<file path="src/rtl/mc_ctrl_fsm.sv">
// mc_ctrl_fsm: multicycle MIPS-subset control unit (fetch/decode/execute sequencer)
module mc_ctrl_fsm (
    input  logic       clk,
    input  logic       reset,
    input  logic       Of,
    input  logic       Ng,
    input  logic       Zr,
    input  logic       Eq,
    input  logic       Gt,
    input  logic       Lt,
    input  logic [5:0] OPCODE,
    input  logic [5:0] FUNCT,
    output logic       PC_w,
    output logic       MEM_w,
    output logic       IR_w,
    output logic       RB_w,
    output logic       AB_w,
    output logic       MDR_w,
    output logic       M_WREG,
    output logic       M_ULAA,
    output logic       IorD,
    output logic       M_REGDATA,
    output logic [1:0] M_ULAB,
    output logic [2:0] ULA_c,
    output logic       halt,
    output logic [3:0] state_dbg
);
    typedef enum logic [3:0] {
        S_RESET     = 4'd0,
        S_FETCH     = 4'd1,
        S_FWAIT     = 4'd2,
        S_IRLD      = 4'd3,
        S_DECODE    = 4'd4,
        S_EXEC_R    = 4'd5,
        S_EXEC_I    = 4'd6,
        S_MEM_ADDR  = 4'd7,
        S_MEM_RWAIT = 4'd8,
        S_MEM_WB    = 4'd9,
        S_MEM_WR    = 4'd10,
        S_BR_CMP    = 4'd11,
        S_BR_TGT    = 4'd12,
        S_HALT      = 4'd15
    } state_t;
    state_t state;
    logic   take_br;
    logic   is_add, is_sub, is_and;
    logic [2:0] alu_r;
    logic   unused_flags;
    assign unused_flags = ^{Ng, Zr, Gt, Lt};
    assign is_add = FUNCT == 6'h20;
    assign is_sub = FUNCT == 6'h22;
    assign is_and = FUNCT == 6'h24;
    assign alu_r = is_add ? 3'b001 : is_sub ? 3'b010 : is_and ? 3'b011 : 3'b000;
    assign state_dbg = state;
    // state sequencing; branch decision is latched in BR_CMP while the ALU compares A and B
    always_ff @(posedge clk) begin
        if (reset) begin
            state   <= S_RESET;
            take_br <= 1'b0;
        end else begin
            case (state)
                S_RESET:     state <= S_FETCH;
                S_FETCH:     state <= S_FWAIT;
                S_FWAIT:     state <= S_IRLD;
                S_IRLD:      state <= S_DECODE;
                S_DECODE:
                    case (OPCODE)
                        6'h00:        state <= S_EXEC_R;
                        6'h08:        state <= S_EXEC_I;
                        6'h23:        state <= S_MEM_ADDR;
                        6'h2B:        state <= S_MEM_WR;
                        6'h04, 6'h05: state <= S_BR_CMP;
                        default:      state <= S_HALT;
                    endcase
                S_EXEC_R:    state <= (is_and || ((is_add || is_sub) && !Of)) ? S_FETCH : S_HALT;
                S_EXEC_I:    state <= Of ? S_HALT : S_FETCH;
                S_MEM_ADDR:  state <= S_MEM_RWAIT;
                S_MEM_RWAIT: state <= S_MEM_WB;
                S_MEM_WB:    state <= S_FETCH;
                S_MEM_WR:    state <= S_FETCH;
                S_BR_CMP: begin
                    take_br <= (OPCODE == 6'h04) ? Eq : ~Eq;
                    state   <= S_BR_TGT;
                end
                S_BR_TGT:    state <= S_FETCH;
                default:     state <= S_HALT;
            endcase
        end
    end
    // datapath controls decoded from the current state; register writes in EXEC_R/EXEC_I are gated by overflow
    always_comb begin
        {PC_w, MEM_w, IR_w, RB_w, AB_w, MDR_w, M_WREG, M_ULAA, IorD, M_REGDATA, halt} = '0;
        M_ULAB = 2'b00;
        ULA_c  = 3'b000;
        case (state)
            S_FETCH: begin
                PC_w   = 1'b1;
                M_ULAB = 2'b01;
                ULA_c  = 3'b001;
            end
            S_IRLD:   IR_w = 1'b1;
            S_DECODE: AB_w = 1'b1;
            S_EXEC_R: begin
                M_ULAA = 1'b1;
                M_WREG = 1'b1;
                ULA_c  = alu_r;
                RB_w   = is_and | ((is_add | is_sub) & ~Of);
            end
            S_EXEC_I: begin
                M_ULAA = 1'b1;
                M_ULAB = 2'b10;
                ULA_c  = 3'b001;
                RB_w   = ~Of;
            end
            S_MEM_ADDR, S_MEM_RWAIT, S_MEM_WR: begin
                IorD   = 1'b1;
                M_ULAA = 1'b1;
                M_ULAB = 2'b10;
                ULA_c  = 3'b001;
                MDR_w  = state == S_MEM_RWAIT;
                MEM_w  = state == S_MEM_WR;
            end
            S_MEM_WB: begin
                M_REGDATA = 1'b1;
                RB_w      = 1'b1;
            end
            S_BR_CMP: begin
                M_ULAA = 1'b1;
                ULA_c  = 3'b111;
            end
            S_BR_TGT: begin
                M_ULAB = 2'b10;
                ULA_c  = 3'b001;
                PC_w   = take_br;
            end
            S_HALT:   halt = 1'b1;
            default:  ;
        endcase
    end
endmodule

</file>
<file path="config.mk">
export PLATFORM = sky130hd
export DESIGN_NAME = mc_ctrl_fsm
export DESIGN_NICKNAME = d
export VERILOG_FILES = /design/src/rtl/mc_ctrl_fsm.sv
export SDC_FILE = /design/constraint.sdc
export NUM_CORES = 1
export LEC_CHECK = 0
export BUFFER_PORTS_ARGS = -buffer_cell sky130_fd_sc_hd__buf_2
export CAP_MARGIN = 20
export CORE_MARGIN = 1.5
export CORE_UTILIZATION = 35
export CTS_CLUSTER_SIZE = 25
export DETAILED_ROUTE_END_ITERATION = 12
export HOLD_SLACK_MARGIN = 0.05
export PLACE_DENSITY = 0.73
export SLEW_MARGIN = 15
export SYNTH_ARGS = -nofsm -noshare
export SYNTH_HDL_FRONTEND = slang
export SYNTH_SLANG_ARGS = --single-unit
</file>
<file path="constraint.sdc">
create_clock -name clk -period 1.3 [get_ports clk]
set_input_delay 0.065 -clock clk [delete_from_list [all_inputs] [get_ports clk]]
set_output_delay 0.065 -clock clk [all_outputs]
set_load 0.05 [all_outputs]
</file>
==> flow_summary.toml <==
[run]
drv_cap = 0

[critical_path]
r2r_slack_ns = -0.13
worstPathArrival_ns = 1.45
path_delay_family = "flip-flops"
crit_type = "reg2out"
crit_path_max_incr_delay_ns = 0.38
rr_worst_depth = 4
reg2reg_to = "state_dbg[3]"
cp_slowest_cell = "dfxtp_4"
cp_cell_sequence = "nand2b_4 -> o41ai_4 -> buf_6"
critPathCaptureType = "primary output"
crit_buf_inv = 1
crit_required_ns = 1.24
path_max_fanout = 6
start_kind = "flip-flop"
r2r_start = "state_dbg[3]"

[logic_synthesis]
synthCells = 78
synth_top_area_share = 0.178
synth-seq-cells = 5
syn_area_um2 = 562
synth.avg_cell_area_um2 = 7.20
synth_area_leaders = "dfxtp_1, nor2_1, a31oi_1"
ys_types = 37
syn_nets = 98
yosys_warnings = 0
ys_seq_area_frac = 0.178
yosysTopAreaCell = "dfxtp_1"

[floorplan]
die_area_um2 = 1850
core_area_um2 = 1510
io_pins = 40
chipHeight_um = 43.1
initial_core_util = 0.373
die_w_um = 43.1
fp-row-count = 14

[cts]
root_buffer = "clkbuf_4"
clk_path_buf_depth = 2
h-tree-depth = 1
path_clk_slew_ns = 0.05
cts_tree = "done"
clock-sinks = 5
ctsHoldBuffers = 0
insertion_delay_ns = 0.26
cts_buffers = 3

[timing]
slew_headroom = 0.741
slew_violations = 0
post-route-period-util = 1.17
setup_viol_count_final = 18
period_needed_ns = 1.52
fmax_mhz = 659
hold_viol = 0
setup_tns_ns = -1.84
tightest_slew_ns = 0.386
finalWorstSetupSlack_ns = -0.218
rsz0062_at_grt = "true"
finClkSkew_ns = 0.00428

[place]
placed_cell_area_um2 = 988
gp_congestion = 0.795
dp_hpwl_um = 1500
port-buffer-count = 35
dp.cells = 137

[final_layout]
drive_above_1_share = 0.825
final_util = 0.929
final_area_um2 = 1400
final_cells = 153
final_nets = 158
antenna_cells = 0
syn_to_final_growth_pct = 149

[global_routing]
grt_pass1_vias = 872
overflow = 0
antenna_found_initial = 0
grt_pass1_wl_um = 4080
grt.total_usage = 0.295
grt_start_max_net_pins = 9

[power_and_ir_drop]
powerDensity_nw_per_um2 = 1060
p_leak_nw = 0.588
peakVddDrop_v = 0.000852
power_w = 0.00149

[min_path]
hold_depth = 2
hold_end = "state_dbg[3]"
hold_start = "reset"
hold_class = "in2reg"

[detailed_routing]
vias = 952
drc = 0
drtIter0Drc = 27
ant_nets = 0
viasPerCell = 6.22
drt_wl_total_um = 3230
dr.pass1.iters = 4
wire_per_inst_um = 21.1

[run_status]
outcome = "finished, violations left"
violations = "setup timing"
layout make-up:
cell class,count,area (um2)
well taps,16,20.0
fillers,51,106
flip-flops and latches,5,115
inverters,4,30.0
repair buffers,59,510
multi-input cells,65,698
clock buffers,4,26.3
routing by layer:
| layer | GRT usage | vias up | wire length [um] |
|---|---|---|---|
| li1 | - | 420 | - |
| met1 | 0.337 | 464 | 1200 |
| met2 | 0.548 | 54 | 1720 |
| met3 | 0.0170 | 14 | 168 |
| met4 | 0.139 | 0 | 135 |
| met5 | 0 | - | 0 |
through the flow:
stage / hold WS (ns) / setup slack (ns)
5_1_grt: 0.0795 / -0.248
2_1_floorplan: 0.125 / -0.373
4_1_cts: 0.0592 / -0.127
3_3_place_gp: 0.299 / -0.218
6_report: 0.0891 / -0.218
3_5_place_dp: 0.308 / -0.239
repair_timing:
action | 4_1_cts | 5_1_grt
pin swaps | 10 | 10
resized for setup | 52 | 24
endpoints found under the setup margin | 16 | 20
buffers inserted | 9 | 3
registers in the layout, indices dropped and copies added (netlist names):
name / count
state_dbg: 4
take_br: 1
cells in the final DEF (no fill, tap or decap), types with 3 or more instances in the layout:
cell,instances
nor2_2,4
clkbuf_4,3
buf_2,18
nor3_4,5
nand2b_4,3
nand2_2,4
buf_6,28
buf_4,12
dfxtp_4,4
nor2_4,3
power by group:
group          switching [W]  internal, W
clock network      0.0000768     0.000117
registers          0.0000535     0.000181
logic               0.000643     0.000419
synth_stat cells:
cell and number:
o32a_2 1, buf_2 3, a21bo_2 1, dfxtp_1 5, nor2_1 9, or2_2 1, nor4_1 1, o31a_1 2
a211oi_2 1, and3_1 1, a21boi_0 1, nand3_1 4, o41ai_1 2, nand2_1 7, nand2b_1 1, or4b_4 1
nor2b_1 1, nor3_2 1, or4_1 1, nand2b_2 2, a211o_1 1, or4b_2 1, a221oi_1 1, o32ai_1 1
nand3b_1 1, a21oi_1 2, a31oi_1 5, nand2b_4 1, o41ai_2 1, inv_1 4, nor3_1 4, o21ai_0 5
maj3_1 1, xnor2_1 1, clkbuf_1 1, or3_1 1, o22ai_1 1
worst max path at each step:
stage,startpoint,endpoint,slack (ns),cells after the start
after global placement,FUNCT[0],ULA_c[0],-0.22,6
after global routing,state_dbg[3],ULA_c[1],-0.25,3
after CTS,FUNCT[0],RB_w,-0.13,6
after detailed placement,FUNCT[0],ULA_c[0],-0.24,6
final,state_dbg[3],ULA_c[1],-0.22,3
after floorplan,state_dbg[2],state_dbg[3],-0.37,5
kinds of logic after synthesis:
family	count (synthesis)	share of synthesized area
fa+ha+maj	1	0.0178
xor+xnor	1	0.0156
compound gates	25	0.341
buf+inv	8	0.0601
flops	5	0.178
simple gates	38	0.388
No activity file was read; power rests on OpenSTA's default activity.
